`src/rtl/pipe_pkg.sv`:
```
// Shared constants for the execute-to-memory skid pipeline stage:
// FSM state encoding (value equals occupancy), zero word and NOP address.
package pipe_pkg;

  typedef enum logic [1:0] {
    ST_EMPTY = 2'd0,
    ST_ONE   = 2'd1,
    ST_FULL  = 2'd2
  } state_e;

  localparam int unsigned      MAX_W        = 64;
  localparam logic [MAX_W-1:0] ZERO_WORD    = '0;
  localparam int unsigned      NOP_ADDR_DEF = 0;

endpackage

```
`src/rtl/pipe_skid_ctl.sv`:
```
// Control for the skid stage: occupancy FSM, registered in_ready and the
// load selects that steer the main/skid payload registers in the top.
module pipe_skid_ctl
  import pipe_pkg::*;
(
  input  logic       clk,
  input  logic       rst,
  input  logic       flush_i,
  input  logic       in_valid_i,
  input  logic       out_ready_i,
  output logic       in_ready_o,
  output logic       out_valid_o,
  output logic       load_main_in_o,
  output logic       load_main_skid_o,
  output logic       load_skid_o,
  output logic       clear_main_o,
  output logic [1:0] state_o
);

  state_e state_q, state_d;
  logic   in_ready_q;
  logic   accept;
  logic   consume;

  // Handshake: a transfer happens on a rising edge where valid and ready are
  // both high; valid never depends on ready, and in_ready is a pure flop.
  assign accept      = in_valid_i && in_ready_q && !flush_i;
  assign out_valid_o = (state_q != ST_EMPTY);
  assign consume     = out_valid_o && out_ready_i;

  always_comb begin
    state_d          = state_q;
    load_main_in_o   = 1'b0;
    load_main_skid_o = 1'b0;
    load_skid_o      = 1'b0;
    case (state_q)
      ST_EMPTY: begin
        if (accept) begin
          state_d        = ST_ONE;
          load_main_in_o = 1'b1;
        end
      end
      ST_ONE: begin
        if (accept && !consume) begin
          state_d     = ST_FULL;
          load_skid_o = 1'b1;
        end else if (!accept && consume) begin
          state_d = ST_EMPTY;
        end else if (accept && consume) begin
          load_main_in_o = 1'b1;
        end
      end
      ST_FULL: begin
        if (consume) begin
          state_d          = ST_ONE;
          load_main_skid_o = 1'b1;
        end
      end
      default: state_d = ST_EMPTY;
    endcase
    if (flush_i) begin
      state_d          = ST_EMPTY;
      load_main_in_o   = 1'b0;
      load_main_skid_o = 1'b0;
      load_skid_o      = 1'b0;
    end
  end

  // Main register must read as NOP whenever the stage is empty.
  assign clear_main_o = (state_d == ST_EMPTY);

  always_ff @(posedge clk) begin
    if (rst) begin
      state_q    <= ST_EMPTY;
      in_ready_q <= 1'b1;
    end else begin
      state_q    <= state_d;
      in_ready_q <= (state_d != ST_FULL);
    end
  end

  assign in_ready_o = in_ready_q;
  assign state_o    = state_q;

endmodule

```
`src/rtl/pipe_skid_reg.sv`:
```
// Execute-to-memory pipeline register with one skid entry; outputs come
// straight from the main register, the skid entry absorbs a stalled push.
module pipe_skid_reg
  import pipe_pkg::*;
#(
  parameter int              DATA_W   = 32,
  parameter int              ADDR_W   = 5,
  parameter logic [ADDR_W-1:0] NOP_ADDR = ADDR_W'(NOP_ADDR_DEF)
) (
  input  logic              clk,
  input  logic              rst,
  input  logic              flush,
  input  logic              in_valid,
  output logic              in_ready,
  input  logic [ADDR_W-1:0] in_wd_addr,
  input  logic              in_wreg,
  input  logic [DATA_W-1:0] in_wdata,
  output logic              out_valid,
  input  logic              out_ready,
  output logic [ADDR_W-1:0] out_wd_addr,
  output logic              out_wreg,
  output logic [DATA_W-1:0] out_wdata,
  output logic [1:0]        occupancy
);

  localparam logic [DATA_W-1:0] ZERO_DATA = DATA_W'(ZERO_WORD);

  logic load_main_in, load_main_skid, load_skid, clear_main;

  logic [ADDR_W-1:0] main_addr_q, main_addr_d, skid_addr_q, skid_addr_d;
  logic              main_wreg_q, main_wreg_d, skid_wreg_q, skid_wreg_d;
  logic [DATA_W-1:0] main_data_q, main_data_d, skid_data_q, skid_data_d;

  pipe_skid_ctl u_ctl (
    .clk              (clk),
    .rst              (rst),
    .flush_i          (flush),
    .in_valid_i       (in_valid),
    .out_ready_i      (out_ready),
    .in_ready_o       (in_ready),
    .out_valid_o      (out_valid),
    .load_main_in_o   (load_main_in),
    .load_main_skid_o (load_main_skid),
    .load_skid_o      (load_skid),
    .clear_main_o     (clear_main),
    .state_o          (occupancy)
  );

  always_comb begin
    main_addr_d = main_addr_q;
    main_wreg_d = main_wreg_q;
    main_data_d = main_data_q;
    if (clear_main) begin
      main_addr_d = NOP_ADDR;
      main_wreg_d = 1'b0;
      main_data_d = ZERO_DATA;
    end else if (load_main_in) begin
      main_addr_d = in_wd_addr;
      main_wreg_d = in_wreg;
      main_data_d = in_wdata;
    end else if (load_main_skid) begin
      main_addr_d = skid_addr_q;
      main_wreg_d = skid_wreg_q;
      main_data_d = skid_data_q;
    end
  end

  always_comb begin
    skid_addr_d = skid_addr_q;
    skid_wreg_d = skid_wreg_q;
    skid_data_d = skid_data_q;
    if (load_skid) begin
      skid_addr_d = in_wd_addr;
      skid_wreg_d = in_wreg;
      skid_data_d = in_wdata;
    end
  end

  always_ff @(posedge clk) begin
    if (rst) begin
      main_addr_q <= NOP_ADDR;
      main_wreg_q <= 1'b0;
      main_data_q <= ZERO_DATA;
    end else begin
      main_addr_q <= main_addr_d;
      main_wreg_q <= main_wreg_d;
      main_data_q <= main_data_d;
    end
  end

  // Skid contents only reach the outputs via a load into main, so no reset.
  always_ff @(posedge clk) begin
    skid_addr_q <= skid_addr_d;
    skid_wreg_q <= skid_wreg_d;
    skid_data_q <= skid_data_d;
  end

  assign out_wd_addr = main_addr_q;
  assign out_wreg    = main_wreg_q;
  assign out_wdata   = main_data_q;

endmodule
```
`config.mk`:
```
export PLATFORM = sky130hd
export DESIGN_NAME = pipe_skid_reg
export DESIGN_NICKNAME = d
export VERILOG_FILES = /design/src/rtl/pipe_pkg.sv /design/src/rtl/pipe_skid_ctl.sv /design/src/rtl/pipe_skid_reg.sv
export SDC_FILE = /design/constraint.sdc
export NUM_CORES = 1
export LEC_CHECK = 0
export CAP_MARGIN = 5
export CORE_UTILIZATION = 50
export CTS_BUF_LIST = sky130_fd_sc_hd__clkbuf_4 sky130_fd_sc_hd__clkbuf_8
export CTS_CLUSTER_DIAMETER = 100
export DETAILED_ROUTE_END_ITERATION = 10
export PLACE_DENSITY = 0.83
export SLEW_MARGIN = 20
export SYNTH_ARGS = -nofsm -noshare
export SYNTH_HDL_FRONTEND = slang
export SYNTH_HIERARCHICAL = 1
export SYNTH_SLANG_ARGS = --single-unit
```
`constraint.sdc`:
```
create_clock -name clk -period 7.3 [get_ports clk]
set_input_delay 1.46 -clock clk [delete_from_list [all_inputs] [get_ports clk]]
set_output_delay 1.46 -clock clk [all_outputs]
set_load 0.005 [all_outputs]
```
## After elaboration in Yosys (flattened, before gate mapping)

Index checks and enable logic that the tools add are counted.

- Equal/unequal tests: 3
- Mux-type cells: 24
- Reductions and logical operators: 14

Operators with widths:

| operator | count |
|---|---|
| $mux W32 | 2 |
| $mux W1 | 13 |
| $mux W2 | 5 |
| $mux W5 | 2 |
| $logic_and A1 B1 Y1 | 6 |
| $pmux W2 S3 | 1 |
| $logic_not A2 Y1 | 2 |
| $reduce_bool A2 Y1 | 2 |
| $logic_not A1 Y1 | 3 |
| $eq A2 B1 Y1 const B | 1 |
| $eq A2 B2 Y1 const B | 1 |
| $ne A2 B2 Y1 const B | 1 |
| $pmux W1 S2 | 1 |
| $reduce_or A2 Y1 | 1 |

- Flip-flop bits (word level): 79
- Output and inout bits: 42

## Depth between registers and ports, before layout

- Depth after elaboration: 10
- Gate-level depth with buffers: 7
- Gate-level depth less buffers: 5

## Modules after synthesis

Netlist, hierarchy kept.

By module, submodules not included:

| module | instances | cells an instance | area each (sq um) |
|---|---|---|---|
| pipe_skid_reg | 1 | 207 | 3128.0 |
| pipe_skid_ctl | 1 | 21 | 180.2 |

## Worst setup path after synthesis

No wires, ideal clock.

- Kind: input port to flip-flop
- Start: input out_ready
- End: register skid_addr_q[0], enable pin
- Data arrival time: 5278 ps
- Required time: 6768 ps
- Slack: 1490 ps
- Stages on the path: 2
- Path buffers: 0
- Cell sequence: nand2b_1 -> nor4_1

- Word-level cells in the longest chain between the ends: 6

Ends and longest elaborated chain:

| item | RTL line | source |
|---|---|---|
| from (decl) | pipe_skid_reg.sv:19 | `input logic out_ready,` |
| $logic_and A1 B1 Y1 | pipe_skid_ctl.sv:29 | `assign consume = out_valid_o && out_ready_i;` |
| $logic_not A1 Y1 | pipe_skid_ctl.sv:44 | `if (accept && !consume) begin` |
| $logic_and A1 B1 Y1 | pipe_skid_ctl.sv:44 |  |
| $mux W1 | pipe_skid_ctl.sv:44 |  |
| $mux W1 | pipe_skid_ctl.sv:36 | `case (state_q)` |
| $mux W1 | pipe_skid_ctl.sv:61 | `if (flush_i) begin` |
| named net load_skid | pipe_skid_reg.sv:28 | `logic load_main_in, load_main_skid, load_skid, clear_main;` |
| to (signal assigned) | pipe_skid_reg.sv:93 | `skid_addr_q <= skid_addr_d;` |
| to (decl) | pipe_skid_reg.sv:30 | `logic [ADDR_W-1:0] main_addr_q, main_addr_d, skid_addr_q, skid_addr_d;` |

The timed path passes the listed nets, and every way through them passes these cells.
A chain may end at the register's enable or synchronous reset.

## Worst setup path in the final report

- Start: input flush
- End: register main_addr_q[2], in the netlist out_wd_addr[2]

RTL lines:

| item | RTL line | source |
|---|---|---|
| from (decl) | pipe_skid_reg.sv:12 | `input logic flush,` |
| $mux W1 | pipe_skid_ctl.sv:61 |  |
| named net load_main_skid | pipe_skid_reg.sv:28 |  |
| $reduce_bool A2 Y1 (no source line) | -- |  |
| to (signal assigned) | pipe_skid_reg.sv:85 | `main_addr_q <= main_addr_d;` |
| to (decl) | pipe_skid_reg.sv:30 |  |

The timed path passes the listed nets, and every way through them passes these cells.

==> impl_metrics.tcl <==
set metrics [dict create \
    r2r_cells 4 \
    rrSetupSlack_ps 5150 \
    post_cts_resize_count 0 \
    worstReg2RegEnd "out_wd_addr[2]" \
    critical-path-slowest-cell "and3b_4" \
    worstPathRequired_ps 7540 \
    ctsHtreeMaxLevel 3 \
    fin_skew_ps 9.15 \
    path_delay_family "simple AND/OR/NAND/NOR gates" \
    timing.critical_path.cells "clkdlybuf4s50_1 -> and3b_4 -> mux2_2 -> o211a_1" \
    hold_viol_final 0 \
    rr_startpoint "u_ctl/state_o[1]" \
    cp_num_cells 4 \
    timing.slew.headroom_pct 38.9 \
    dpl.hpwl_mm 3.86 \
    stdcell_area_um2 4440 \
    place.gp.congestion 0.722 \
    netlist_instances 228 \
    tritoncts.num_buffers 9 \
    vdd.ir_drop.worst_mv 0.149 \
    remaining_drc_errors 0 \
    fmax_mhz 308 \
    synth.net_count 271 \
    ys_seq_area_share_pct 59.3 \
    tightest_pin_transition_ps 915 \
    setup_repair_after_global_routing_missed_its_margin "false" \
    clock_tree_from_tritoncts "yes" \
    area_grow_syn2layout_pct 34.2 \
    grt_antenna_before_repair 0 \
    drtPass1Iterations 4 \
    synth_area_leaders "edfxtp_1 34%, dfxtp_1 25%, o211a_1 11%" \
    synth.cells.most_frequent "41 x dfxtp_1, 39 x nand2b_1, 38 x edfxtp_1, 38 x o211a_1, 20 x mux2_4" \
    syn_area_per_cell_um2 14.5 \
    utilization_pct 69.5 \
    tns_ps 0 \
    core-area_um2 6390 \
    hold_path_class "reg -> reg" \
    total_leakage_power_nw 2.08 \
    area_share_of_the_largest_cell_type_after_synthesis_pct 34.5 \
    rows 29 \
    clock_latency_on_the_worst_skew_pair_ps 340 \
    n_antenna_cell 0 \
    max_root_sink_buffers 2 \
    starting_density_pct 51.8 \
    timing.critical_path.from "flush" \
    cts.hold.buffers_added 0 \
    min_from "skid_data_q[13]" \
    synth-edff-count 38 \
    worstPathMaxFanout 38 \
    yosys_register_bits 79 \
    fillerInstances 485 \
    critical_path_buf_inv_count 1 \
    detail-route-antenna-nets 0 \
    post_route_cells_drive_above_1_share_pct 20.0 \
    post_layout_total_power_uw 933 \
    routedWlPerCell_um 15.8 \
    post-place-ws_ps 3470 \
    post_synthesis_instance_area_um2 3310 \
    num_io_pins 85 \
    clkSinkCount 79 \
    whs_path_depth 2 \
    status "finished clean" \
    yosysMostFrequentCell "dfxtp_1" \
    yosys.area.top_type "edfxtp_1" \
    grt_first_pass_wirelength_mm 10.1 \
    worst_setup_path_end_kind "flip-flop" \
    cp_slowest_stage_delay_ps 860 \
    route.vias.total 2076 \
    setup.worst_path.start_class "input pin" \
    finalWorstPathRequiredPeriod_ps 3240 \
    worst_path_class_setup "in -> reg" \
    postCtsSetupBuffers 0 \
    clockRootBuffer "clkbuf_8" \
    residual_overflow_from_global_routing 0 \
    synth_warnings 6 \
    maxCapViolations 0 \
    finalWirelength_mm 6.19 \
    design.die.area_um2 6950 \
    port-buffer-count 84 \
    grt_start_max_net_pins 53 \
    global_route.usage.total_pct 18.6 \
    detail_route.iter0.violations 82 \
    die_height_um 83.3 \
    drt-vias-per-instance 5.30 \
    synthDistinctLibCells 24 \
    dpl_cell_area_um2 4190 \
    cp_data_arrival_time_ps 3480 \
    final_net_count 353 \
    period_share_pct 44.4 \
    cellPowerDensity_nw_per_um2 210 \
    final-max-slew-violation-count 0 \
    ys_async_sr_fraction_pct 0 \
    timing.final.setup_violations 0 \
    final_critical_path_setup_slack_ps 4060 \
    cts.reportedPaths.clkPinSlew_ps 80 \
    dominantRegCellSynth "dfxtp_1" \
    endpoint "out_wd_addr[2]" \
    grt_pass1_vias 2152 \
    die-width_um 83.3 \
]
## kinds of logic after synthesis
group / after synthesis / share of synthesized area (%)
AOI/OAI and AO/OA: 41 / 12.1
buffers and inverters: 17 / 3.18
DFF: 79 / 59.3
muxes: 38 / 15.2
and+or+nand+nor: 53 / 10.2
## report_power, final
part / total, mW / internal (mW) / switching (mW)
combinational: 0.0683 / 0.0424 / 0.0259
sequential: 0.473 / 0.470 / 0.00294
clock: 0.393 / 0.240 / 0.152
## how the worst min path moves through the flow
stage / endpoint
final: out_wdata[13]
after global routing: out_wd_addr[4]
after CTS: out_wdata[13]
after detailed placement: out_wdata[28]
after global placement: out_wdata[1]
after floorplan: out_wd_addr[0]
## through the flow
step	hold WS [ps]	std cells
global route	616	392
finish	592	392
detailed placement	583	376
CTS	597	392
floorplan	568	228
global placement	571	376
## state kept, by name, summed over array words and instances (netlist names)
signal / flops
u_ctl/in_ready_o: 1
out_wreg: 1
skid_data_q: 32
skid_addr_q: 5
out_wd_addr: 5
skid_wreg_q: 1
u_ctl/state_o: 2
out_wdata: 32
## area by class of cell
cell class / count / area [um^2] / share of cell area, %
tap: 77 / 96.3 / 2.17
inverter: 1 / 3.75 / 0.0846
timing repair buffer: 87 / 863 / 19.4
clock inverter: 5 / 105 / 2.37
sequential: 79 / 1960 / 44.2
clock buffer: 11 / 145 / 3.27
multi-input combinational: 132 / 1260 / 28.5
## cell usage in the layout (no fill, tap or decap), drive strengths merged, types with 3 or more instances in the layout
master	instances
clkbuf	11
buf	3
clkdlybuf4s50	84
o211a	38
bufinv	3
nand2b	39
edfxtp	38
mux2	38
dfxtp	41
## worst min-delay path: stages (launching register included)
cell	delay [ps]
edfxtp_1	330
mux2_4	130
o211a_1	120
## metal layers
metal	part of all wire (%)	GRT usage (%)
met1	44	22.8
met2	48	30.6
met3	6.5	5.77
met4	1.2	7.52
met5	0	0
No activity file was read; power rests on OpenSTA's default activity.
